$ cat src/rtl/lbp_pkg.sv
// Shared constants, encodings and default weight sets for the LBP bilinear sampler.
package lbp_pkg;

  localparam int unsigned FRAC_W_DEF = 16;
  localparam int unsigned WGT_W_DEF  = FRAC_W_DEF + 1;
  localparam int unsigned WPROD_W    = 2 * WGT_W_DEF;

  // 1.0 in Q1.FRAC_W
  localparam logic [WGT_W_DEF-1:0] WGT_ONE = {1'b1, {FRAC_W_DEF{1'b0}}};

  // Weight-table field selector
  typedef enum logic [1:0] {
    SelA = 2'd0,
    SelB = 2'd1,
    SelC = 2'd2,
    SelD = 2'd3
  } cfg_sel_e;

  // Diagonal sample angles
  typedef enum logic [1:0] {
    Ang45  = 2'd0,
    Ang135 = 2'd1,
    Ang225 = 2'd2,
    Ang315 = 2'd3
  } diag_e;

  // Accumulator width: product width plus two bits of headroom for the 4-way sum
  function automatic int unsigned acc_w(int unsigned pix_w, int unsigned wgt_w);
    return pix_w + wgt_w + 2;
  endfunction

  // frac(R * cos 45deg) in Q0.16, rounded to nearest
  function automatic logic [FRAC_W_DEF-1:0] diag_frac(int unsigned r);
    case (r)
      2:       return 16'd27146;
      3:       return 16'd7951;
      4:       return 16'd54292;
      5:       return 16'd35097;
      6:       return 16'd15902;
      7:       return 16'd62243;
      8:       return 16'd43048;
      default: return '0;
    endcase
  endfunction

  // Default {wD, wC, wB, wA} for radius r at a diagonal angle; image y grows downwards.
  // Products are truncated, so the four weights may sum to slightly less than 1.0.
  function automatic logic [4*WGT_W_DEF-1:0] default_wgt(int unsigned r, diag_e ang);
    logic [WGT_W_DEF-1:0] f, g, fx, fy;
    logic [WPROD_W-1:0]   pa, pb, pc, pd;
    f = {1'b0, diag_frac(r)};
    g = WGT_ONE - f;
    case (ang)
      Ang45:   begin fx = f; fy = g; end
      Ang135:  begin fx = g; fy = g; end
      Ang225:  begin fx = g; fy = f; end
      default: begin fx = f; fy = f; end
    endcase
    pa = WPROD_W'(WGT_ONE - fx) * WPROD_W'(WGT_ONE - fy);
    pb = WPROD_W'(fx) * WPROD_W'(WGT_ONE - fy);
    pc = WPROD_W'(WGT_ONE - fx) * WPROD_W'(fy);
    pd = WPROD_W'(fx) * WPROD_W'(fy);
    return {pd[FRAC_W_DEF +: WGT_W_DEF], pc[FRAC_W_DEF +: WGT_W_DEF],
            pb[FRAC_W_DEF +: WGT_W_DEF], pa[FRAC_W_DEF +: WGT_W_DEF]};
  endfunction

endpackage

$ cat src/rtl/lbp_weight_table.sv
// P-entry table of four bilinear weights; one write port, one combinational read port.
// Read data is packed {wD, wC, wB, wA}; out-of-range reads return all-zero weights.
module lbp_weight_table
  import lbp_pkg::*;
#(
  parameter int unsigned P      = 8,
  parameter int unsigned IDX_W  = 3,
  parameter int unsigned WGT_W  = WGT_W_DEF,
  parameter int unsigned FRAC_W = FRAC_W_DEF
) (
  input  logic                 clk,
  input  logic                 rst,
  input  logic                 we,
  input  logic [IDX_W-1:0]     waddr,
  input  logic [1:0]           wsel,
  input  logic [WGT_W-1:0]     wdata,
  input  logic [IDX_W-1:0]     raddr,
  output logic [4*WGT_W-1:0]   rdata
);

  localparam logic [WGT_W-1:0]   WgtOne = WGT_W'(1) << FRAC_W;
  localparam logic [4*WGT_W-1:0] DefSet = {{(3*WGT_W){1'b0}}, WgtOne};

  logic [4*WGT_W-1:0] mem_q [P];

  // Register file: reset to pass-through of A; addresses >= P match no entry and are dropped
  always_ff @(posedge clk) begin
    if (rst) begin
      for (int i = 0; i < int'(P); i++) mem_q[i] <= DefSet;
    end else if (we) begin
      for (int i = 0; i < int'(P); i++) begin
        for (int k = 0; k < 4; k++) begin
          if (waddr == IDX_W'(i) && wsel == 2'(k)) mem_q[i][k*WGT_W +: WGT_W] <= wdata;
        end
      end
    end
  end

  // Combinational read, zero for unmatched index
  always_comb begin
    rdata = '0;
    for (int i = 0; i < int'(P); i++) begin
      if (raddr == IDX_W'(i)) rdata = mem_q[i];
    end
  end

endmodule

$ cat src/rtl/lbp_bilinear_interp.sv
// Streaming bilinear interpolator: out = sat(round(wA*A + wB*B + wC*C + wD*D)).
// Four-stage pipeline with a single global enable; a stalled output freezes every stage.
module lbp_bilinear_interp
  import lbp_pkg::*;
#(
  parameter int unsigned PIX_W  = 8,
  parameter int unsigned P      = 8,
  parameter int unsigned WGT_W  = WGT_W_DEF,
  parameter int unsigned FRAC_W = FRAC_W_DEF,
  localparam int unsigned IDX_W = $clog2(P),
  localparam int unsigned ACC_W = acc_w(PIX_W, WGT_W)
) (
  input  logic             clk,
  input  logic             rst,
  input  logic             in_valid,
  output logic             in_ready,
  input  logic [IDX_W-1:0] in_idx,
  input  logic [PIX_W-1:0] A,
  input  logic [PIX_W-1:0] B,
  input  logic [PIX_W-1:0] C,
  input  logic [PIX_W-1:0] D,
  output logic             out_valid,
  input  logic             out_ready,
  output logic [IDX_W-1:0] out_idx,
  output logic [PIX_W-1:0] data_o,
  output logic [ACC_W-1:0] data_raw,
  input  logic             cfg_we,
  input  logic [IDX_W-1:0] cfg_addr,
  input  logic [1:0]       cfg_sel,
  input  logic [WGT_W-1:0] cfg_wdata
);

  localparam int unsigned    PROD_W = PIX_W + WGT_W;
  localparam int unsigned    SUM_W  = PROD_W + 1;
  localparam logic [ACC_W-1:0] RndHalf = ACC_W'(1) << (FRAC_W - 1);
  localparam logic [ACC_W-1:0] PixMax  = ACC_W'((1 << PIX_W) - 1);

  logic               adv;
  logic [4*WGT_W-1:0] lut_w;

  logic               v1_q, v2_q, v3_q, v4_q;
  logic [IDX_W-1:0]   idx1_q, idx2_q, idx3_q, idx4_q;
  logic [PIX_W-1:0]   pix1_q [4];
  logic [4*WGT_W-1:0] w1_q;
  logic [PROD_W-1:0]  prod_d [4];
  logic [PROD_W-1:0]  prod2_q [4];
  logic [SUM_W-1:0]   sum3_q [2];
  logic [ACC_W-1:0]   raw_d, rnd_d, shf_d, raw4_q;
  logic [PIX_W-1:0]   dat_d, dat4_q;

  assign adv       = ~(v4_q & ~out_ready);
  assign in_ready  = adv;
  assign out_valid = v4_q;
  assign out_idx   = idx4_q;
  assign data_o    = dat4_q;
  assign data_raw  = raw4_q;

  // Lookup happens before the write lands, so a same-cycle write is seen by the next beat only
  lbp_weight_table #(
    .P      (P),
    .IDX_W  (IDX_W),
    .WGT_W  (WGT_W),
    .FRAC_W (FRAC_W)
  ) u_table (
    .clk   (clk),
    .rst   (rst),
    .we    (cfg_we),
    .waddr (cfg_addr),
    .wsel  (cfg_sel),
    .wdata (cfg_wdata),
    .raddr (in_idx),
    .rdata (lut_w)
  );

  // S2 products and S4 final sum with round-half-up and saturation
  always_comb begin
    for (int k = 0; k < 4; k++) begin
      prod_d[k] = PROD_W'(pix1_q[k]) * PROD_W'(w1_q[k*WGT_W +: WGT_W]);
    end
    raw_d = ACC_W'(sum3_q[0]) + ACC_W'(sum3_q[1]);
    rnd_d = raw_d + RndHalf;
    shf_d = rnd_d >> FRAC_W;
    dat_d = (shf_d > PixMax) ? '1 : shf_d[PIX_W-1:0];
  end

  // S1: capture pixels, index and the weights latched for this beat
  always_ff @(posedge clk) begin
    if (rst) begin
      v1_q   <= 1'b0;
      idx1_q <= '0;
      w1_q   <= '0;
      for (int k = 0; k < 4; k++) pix1_q[k] <= '0;
    end else if (adv) begin
      v1_q      <= in_valid;
      idx1_q    <= in_idx;
      w1_q      <= lut_w;
      pix1_q[0] <= A;
      pix1_q[1] <= B;
      pix1_q[2] <= C;
      pix1_q[3] <= D;
    end
  end

  // S2: four products
  always_ff @(posedge clk) begin
    if (rst) begin
      v2_q   <= 1'b0;
      idx2_q <= '0;
      for (int k = 0; k < 4; k++) prod2_q[k] <= '0;
    end else if (adv) begin
      v2_q   <= v1_q;
      idx2_q <= idx1_q;
      for (int k = 0; k < 4; k++) prod2_q[k] <= prod_d[k];
    end
  end

  // S3: pairwise sums (top row, bottom row)
  always_ff @(posedge clk) begin
    if (rst) begin
      v3_q      <= 1'b0;
      idx3_q    <= '0;
      sum3_q[0] <= '0;
      sum3_q[1] <= '0;
    end else if (adv) begin
      v3_q      <= v2_q;
      idx3_q    <= idx2_q;
      sum3_q[0] <= SUM_W'(prod2_q[0]) + SUM_W'(prod2_q[1]);
      sum3_q[1] <= SUM_W'(prod2_q[2]) + SUM_W'(prod2_q[3]);
    end
  end

  // S4: output register, held while downstream back-pressures
  always_ff @(posedge clk) begin
    if (rst) begin
      v4_q   <= 1'b0;
      idx4_q <= '0;
      raw4_q <= '0;
      dat4_q <= '0;
    end else if (adv) begin
      v4_q   <= v3_q;
      idx4_q <= idx3_q;
      raw4_q <= raw_d;
      dat4_q <= dat_d;
    end
  end

endmodule
$ cat config.mk
export PLATFORM = sky130hd
export DESIGN_NAME = lbp_bilinear_interp
export DESIGN_NICKNAME = d
export VERILOG_FILES = /design/src/rtl/lbp_pkg.sv /design/src/rtl/lbp_weight_table.sv /design/src/rtl/lbp_bilinear_interp.sv
export SDC_FILE = /design/constraint.sdc
export NUM_CORES = 2
export LEC_CHECK = 0
export BUFFER_PORTS_ARGS = -buffer_cell sky130_fd_sc_hd__clkbuf_2
export CAP_MARGIN = 20
export CORE_UTILIZATION = 58
export DETAILED_ROUTE_END_ITERATION = 16
export PLACE_DENSITY = 0.75
export SYNTH_ARGS = -nofsm -noshare
export SYNTH_HDL_FRONTEND = slang
export SYNTH_SLANG_ARGS = --single-unit
$ cat constraint.sdc
create_clock -name clk -period 6.7 [get_ports clk]
set_clock_uncertainty 0.1 [all_clocks]
set_input_delay 1.34 -clock clk [delete_from_list [all_inputs] [get_ports clk]]
set_output_delay 1.34 -clock clk [all_outputs]
set_load 0.01 [all_outputs]
# After elaboration in Yosys (flattened, before gate mapping)
# Memory sizes are Yosys's and may differ from the RTL's.
# Cells that the tools add are included.
[classes]
n_mux = 184
reduce_logical = 35
shifts = 0
add_sub_neg = 4
n_bitwise = 45
div = 0
n_eq_ne = 17
n_lt_le_gt_ge = 1
n_mul = 4
[ops]
columns = ["cell", "count"]
rows = [
  ["two-way mux 17 bit", 32],
  ["two-way mux 68 bit", 8],
  ["two-way mux 1 bit", 133],
  ["multiplier 8 x 17 -> 25 bit", 4],
  ["two-way mux 25 bit", 4],
  ["adder 25 x 25 -> 26 bit", 2],
  ["two-way mux 26 bit", 2],
  ["bitwise OR 1 bit", 42],
  ["two-way mux 8 bit", 5],
  ["logical AND 1 bit", 32],
  ["adder 26 x 26 -> 27 bit", 1],
  ["adder 27 x 16 -> 27 bit, second input constant", 1],
  ["equality test 3 bit, second input constant", 8],
  ["equality test 3 x 2 -> 1 bit, second input constant", 4],
  ["greater-than comparator 11 x 8 -> 1 bit, second input constant", 1],
  ["equality test 3 x 1 -> 1 bit, second input constant", 2],
  ["zero test 3 bit", 2],
  ["equality test 2 bit, second input constant", 2],
  ["equality test 2 x 1 -> 1 bit, second input constant", 1],
  ["zero test 2 bit", 1],
  ["NOT 1 bit", 2],
  ["bitwise AND 1 bit", 1],
]
[totals]
n_memories = 4
output_inout_bits = 40
latchBits = 0
ram_bits = 728
mem_bits_ro = 0
ff_bits = 119
elab_cells = 305
[memory_table]
columns = ["name", "depth", "word_bits", "rd", "rd_clocked_by_memory_dff", "wr", "line", "rtl"]
rows = [
  ["u_table.mem_q", 8, 68, 8, 0, 8, "lbp_weight_table.sv:24", "logic [4*WGT_W-1:0] mem_q [P];"],
  ["prod2_q", 4, 25, 4, 0, 4, "lbp_bilinear_interp.sv:46", "logic [PROD_W-1:0] prod2_q [4];"],
  ["sum3_q", 2, 26, 2, 0, 2, "lbp_bilinear_interp.sv:47", "logic [SUM_W-1:0] sum3_q [2];"],
  ["pix1_q", 4, 8, 4, 0, 4, "lbp_bilinear_interp.sv:43", "logic [PIX_W-1:0] pix1_q [4];"],
]

# Logic depth before layout (Yosys ltp)
[depth]
depth_word = 9
depth_mapped = 22

# Hierarchy
# Synthesis repeated with hierarchy kept, for this count alone.
[hier_totals]
hier_cells = 5197
hier_area_um2 = 56040.0
[modules_own_cells]
columns = ["module", "cells_per_inst", "instances", "seq_area_each_um2", "area_each_um2"]
rows = [
  ["lbp_bilinear_interp", 3343, 1, 7907.6, 31201.2],
  ["lbp_weight_table", 1854, 1, 16335.7, 24838.8],
]

# Worst setup path before layout
# Ideal clock, no wire load.
[synth_timing]
kind = "input to register"
startpoint = "input port rst"
endpoint = "memory pix1_q[0][0], enable pin"
arrival_ps = 6265
path_buffers = 2
cell_stages = 3
required_ps = 6022
path_slack_ps = -243
path_cell_list = "clkbuf_1 > clkbuf_1 > nand2b_1"
[synth_lines]
columns = ["item", "line", "rtl"]
rows = [
  ["start: declaration", "lbp_bilinear_interp.sv:14", "input logic rst,"],
  ["end: declaration", "lbp_bilinear_interp.sv:43", ""],
]

==> summary.txt <==
FLOORPLAN
--------------------------------------------------------------------------------
Initial standard-cell utilization of the core .....................        58.8%
Standard cell core area ...........................................    92100 um2
Row count .........................................................          111
Die span in x .....................................................       308 um
Floorplan die height ..............................................       308 um
Die outline area ..................................................    94600 um2
Number of primary I/O pins ........................................          102

CLOCKING
--------------------------------------------------------------------------------
Number of sinks handled by clock tree synthesis ...................          847
CTS Hold Buffers Added ............................................            0
H-tree level count ................................................            3
Number of buffers on the longest clock path .......................            3
CTS tree ..........................................................          yes
Cts repair resizes ................................................            0
CTS Root Cell .....................................................    clkbuf_16
Post-CTS setup repair buffer count ................................            0
Clock latency at the later pin of the worst-skew pair .............      0.68 ns
CTS clk-pin slew, worst paths .....................................      0.05 ns
Number of buffers added by the clock tree synthesis step ..........           91

CELLS AND AREA
--------------------------------------------------------------------------------
Layout-stage area growth over the synthesis result ................        8.37%
Utilization of the core after routing .............................        63.8%
Proportion of layout cells with a drive suffix above 1 ............        7.53%
Final Net Count ...................................................         5728

POWER AND IR DROP
--------------------------------------------------------------------------------
Total leakage power ...............................................    0.0253 uW
Areal power density over the cells ................................   263 nW/um2
Worst voltage drop across the vdd grid ............................     0.224 mV

DRT
--------------------------------------------------------------------------------
Wire length after detailed routing ................................       129 mm
Routed Antenna Nets ...............................................            0
DR iter-0 viols ...................................................         3335
Total via count in the routed design ..............................        36.7k
Vias per Instance .................................................         5.76
Routed len/inst ...................................................      20.3 um
Remaining routing DRC violations ..................................            0
Number of detailed-route iterations in the first pass .............            6

SYNTHESIS
--------------------------------------------------------------------------------
Mean Syn Cell Area ................................................     10.7 um2
Count of cell types in the netlist ................................           78
Main synth FF type ................................................     edfxtp_1
Number of instances in the synthesized netlist ....................         5071
Net Count, Synth ..................................................         5753
Seq/Total Area, Yosys .............................................        44.8%
Total standard cell area after synthesis ..........................    54200 um2
Count of flip-flops with a built-in enable after synthesis ........          728
Async set or reset register ratio after synthesis .................           0%
Number of register bits inferred by synthesis .....................          847
Synth warn ........................................................            0

GRT
--------------------------------------------------------------------------------
Congestion Overflow GR ............................................            0
First-pass GRT wire length ........................................       202 mm
Pin count of the biggest net entering global routing ..............          182
Number of global-route vias before repair .........................        36.1k
Initial antenna violation count ...................................            2
Overall fraction of global-route tracks in use ....................        27.6%

SETUP PATH
--------------------------------------------------------------------------------
Setup slack on the worst flop-to-flop path ........................      0.78 ns
Endpoint required time on the critical path .......................      6.96 ns
Worst stage delay on the critical path ............................      0.62 ns
Crit path max fanout ..............................................           17
Critical path arrival .............................................      6.18 ns
Worst setup path category .........................................   reg -> reg
Kind of cell with the highest combined delay on the critical path .  adder cells
Buf+Inv Stages, Crit Path .........................................            2
Critical path startpoint category .................................         flop
Worst-path cell chain ............................................. and2_1 > fa_1 > fa_1 > fa_1 > inv_1 > fa_1 > inv_1 > ha_1 > o21ai_0 > nand2b_1 > nand2_1 > a21oi_1 > o21a_1 > o21a_1 > o41ai_1 > o21ai_1 > a311oi_1 > o21ai_0 > nor3b_1
Critical path's slowest cell ......................................     edfxtp_1
Critical path's most frequent cell ................................         fa_1
Endpoint class of the critical path ...............................         flop

OUTCOME
--------------------------------------------------------------------------------
Outcome ...........................................................    completed

HOLD PATH
--------------------------------------------------------------------------------
Class of the worst hold path ......................................   reg -> reg

JOB
--------------------------------------------------------------------------------
Max-cap violations ................................................            0

TIMING
--------------------------------------------------------------------------------
Number of failing setup endpoints in the final timing report ......            0
Number of max-slew violations in the final report .................            0
Endpoints failing hold ............................................            0
Fmax ..............................................................    0.169 GHz
Worst slew pin tran ...............................................      1.01 ns
RSZ-0062 raised after global routing ..............................        false
Shortest period the worst path allows .............................      5.92 ns
Slew headroom .....................................................        32.5%
Fraction of the cycle the final worst path needs ..................        88.3%
Setup total negative slack ........................................         0 ns

PLACE
--------------------------------------------------------------------------------
Sum of net half-perimeters after detailed placement ...............      88.0 mm
Count of buffers inserted at the top-level ports ..................          101
Routability Congestion ............................................        0.893

==> cell type report <==
cell class | instances | area, um2
Multi-Input combinational cell | 3490 | 27200
Clock buffer | 117 | 2440
Clock inverter | 54 | 561
Timing Repair Buffer | 147 | 935
Fill cell | 7105 | 33400
Antenna cell | 1 | 2.50
Inverter | 469 | 1760
Tap cell | 1243 | 1560
Sequential cell | 847 | 24200
==> cells by family after synthesis <==
group	after synthesis	synth area share (%)
muxes	207	3.98
xor gates and xnor gates	110	1.79
buffers and inverters	734	5.10
DFF	847	44.8
AOI/OAI and AO/OA	744	8.86
adders and majority gates	620	19.4
and+or+nand+nor	1809	16.2
==> tightest hold or removal path: cells and delay by family (launching register included) <==
kind	cells	cell delay (ns)
AOI/OAI and AO/OA	1	0.05
and+or+nand+nor	1	0.05
DFF	1	0.30
==> cell usage after synthesis (22+ instances only) <==
master | instances | share of area, %
nand3_1 | 29 | 0.27
buf_1 | 29 | 0.20
mux2i_1 | 139 | 2.6
nor2_1 | 651 | 4.5
nand2_1 | 360 | 2.5
inv_1 | 468 | 3.2
xnor2_1 | 58 | 0.94
clkbuf_1 | 233 | 1.6
mux2_2 | 68 | 1.4
o21ai_0 | 200 | 1.8
and3_1 | 25 | 0.29
dfxtp_1 | 119 | 4.4
a21o_1 | 50 | 0.69
xor2_1 | 51 | 0.82
nor2b_1 | 27 | 0.31
nand2b_1 | 69 | 0.80
edfxtp_1 | 728 | 40
a21oi_1 | 205 | 1.9
fa_1 | 363 | 13
and2_1 | 519 | 6.0
nor3_1 | 62 | 0.57
ha_1 | 257 | 5.9
o22a_1 | 68 | 1.1
or3_1 | 22 | 0.25
a211oi_1 | 93 | 1.3
==> metrics by stage <==
step | hold slack, ns | instance area (um2) | total power [uW] | cells | worst slack (ns)
2_1_floorplan | 0.332 | 54200 | 9470 | 5071 | 1.46
3_3_place_gp | 0.338 | 55700 | 10400 | 6194 | 0.902
3_5_place_dp | 0.344 | 55700 | 10500 | 6194 | 0.845
4_1_cts | 0.356 | 58700 | 15500 | 6365 | 0.780
5_1_grt | 0.370 | 58700 | 16200 | 6367 | 0.332
6_report | 0.353 | 58700 | 15500 | 6368 | 0.782
==> flip-flops by register name, indices dropped and copies added (netlist names), 3 cells and up <==
| name | count |
|---|---|
| idx2_q | 3 |
| idx3_q | 3 |
| u_table.mem_q | 544 |
| sum3_q | 52 |
| data_raw | 27 |
| w1_q | 68 |
| prod2_q | 100 |
| idx1_q | 3 |
| out_idx | 3 |
| pix1_q | 32 |
| data_o | 8 |
==> placed cells by master, fill, tap and decap left out, types with 58 or more instances in the layout <==
cell and instances:
a211oi_1 93, a21oi_1 205, and2_1 519, clkbuf_16 93, clkbuf_2 97, dfxtp_1 119, edfxtp_1 728, fa_1 363
ha_1 257, inv_1 468, mux2_2 68, mux2i_1 139, nand2_1 360, nand2b_1 65, nor2_1 650, nor3_1 62
o21ai_0 200, o22a_1 68, xnor2_1 58
==> power by group <==
group	total, uW	internal, uW	leakage, uW	switching, uW
Sequential	6720	6340	0.00837	379
Combinational	3730	1530	0.0155	2190
Clock	5020	2870	0.00145	2150
Total	15500	10700	0.0253	4720
==> per-layer routing <==
| metal | track usage, % | vias to the layer above | part of all wire [%] |
|---|---|---|---|
| met5 | 0 | - | 0.0093 |
| met4 | 9.56 | 2 | 3.5 |
| met3 | 4.45 | 277 | 7.7 |
| met2 | 44.7 | 1401 | 47 |
| met1 | 38.0 | 17927 | 42 |
| li1 | - | 17057 | - |
==> path summary, 6_finish.rpt <==
path / endpoint / cells past startpoint / from
worst max register to register: prod2_q[3][23]$_SDFFCE_PN0P_ / 19 / pix1_q[3][2]$_SDFFCE_PN0P_
worst max-delay path: prod2_q[3][23]$_SDFFCE_PN0P_ / 19 / pix1_q[3][2]$_SDFFCE_PN0P_
worst min-delay path: data_raw[20]$_SDFFE_PP0N_ / 2 / data_raw[20]$_SDFFE_PP0N_
worst min register to register: data_raw[20]$_SDFFE_PP0N_ / 2 / data_raw[20]$_SDFFE_PP0N_
No activity file was read; power rests on OpenSTA's default activity.
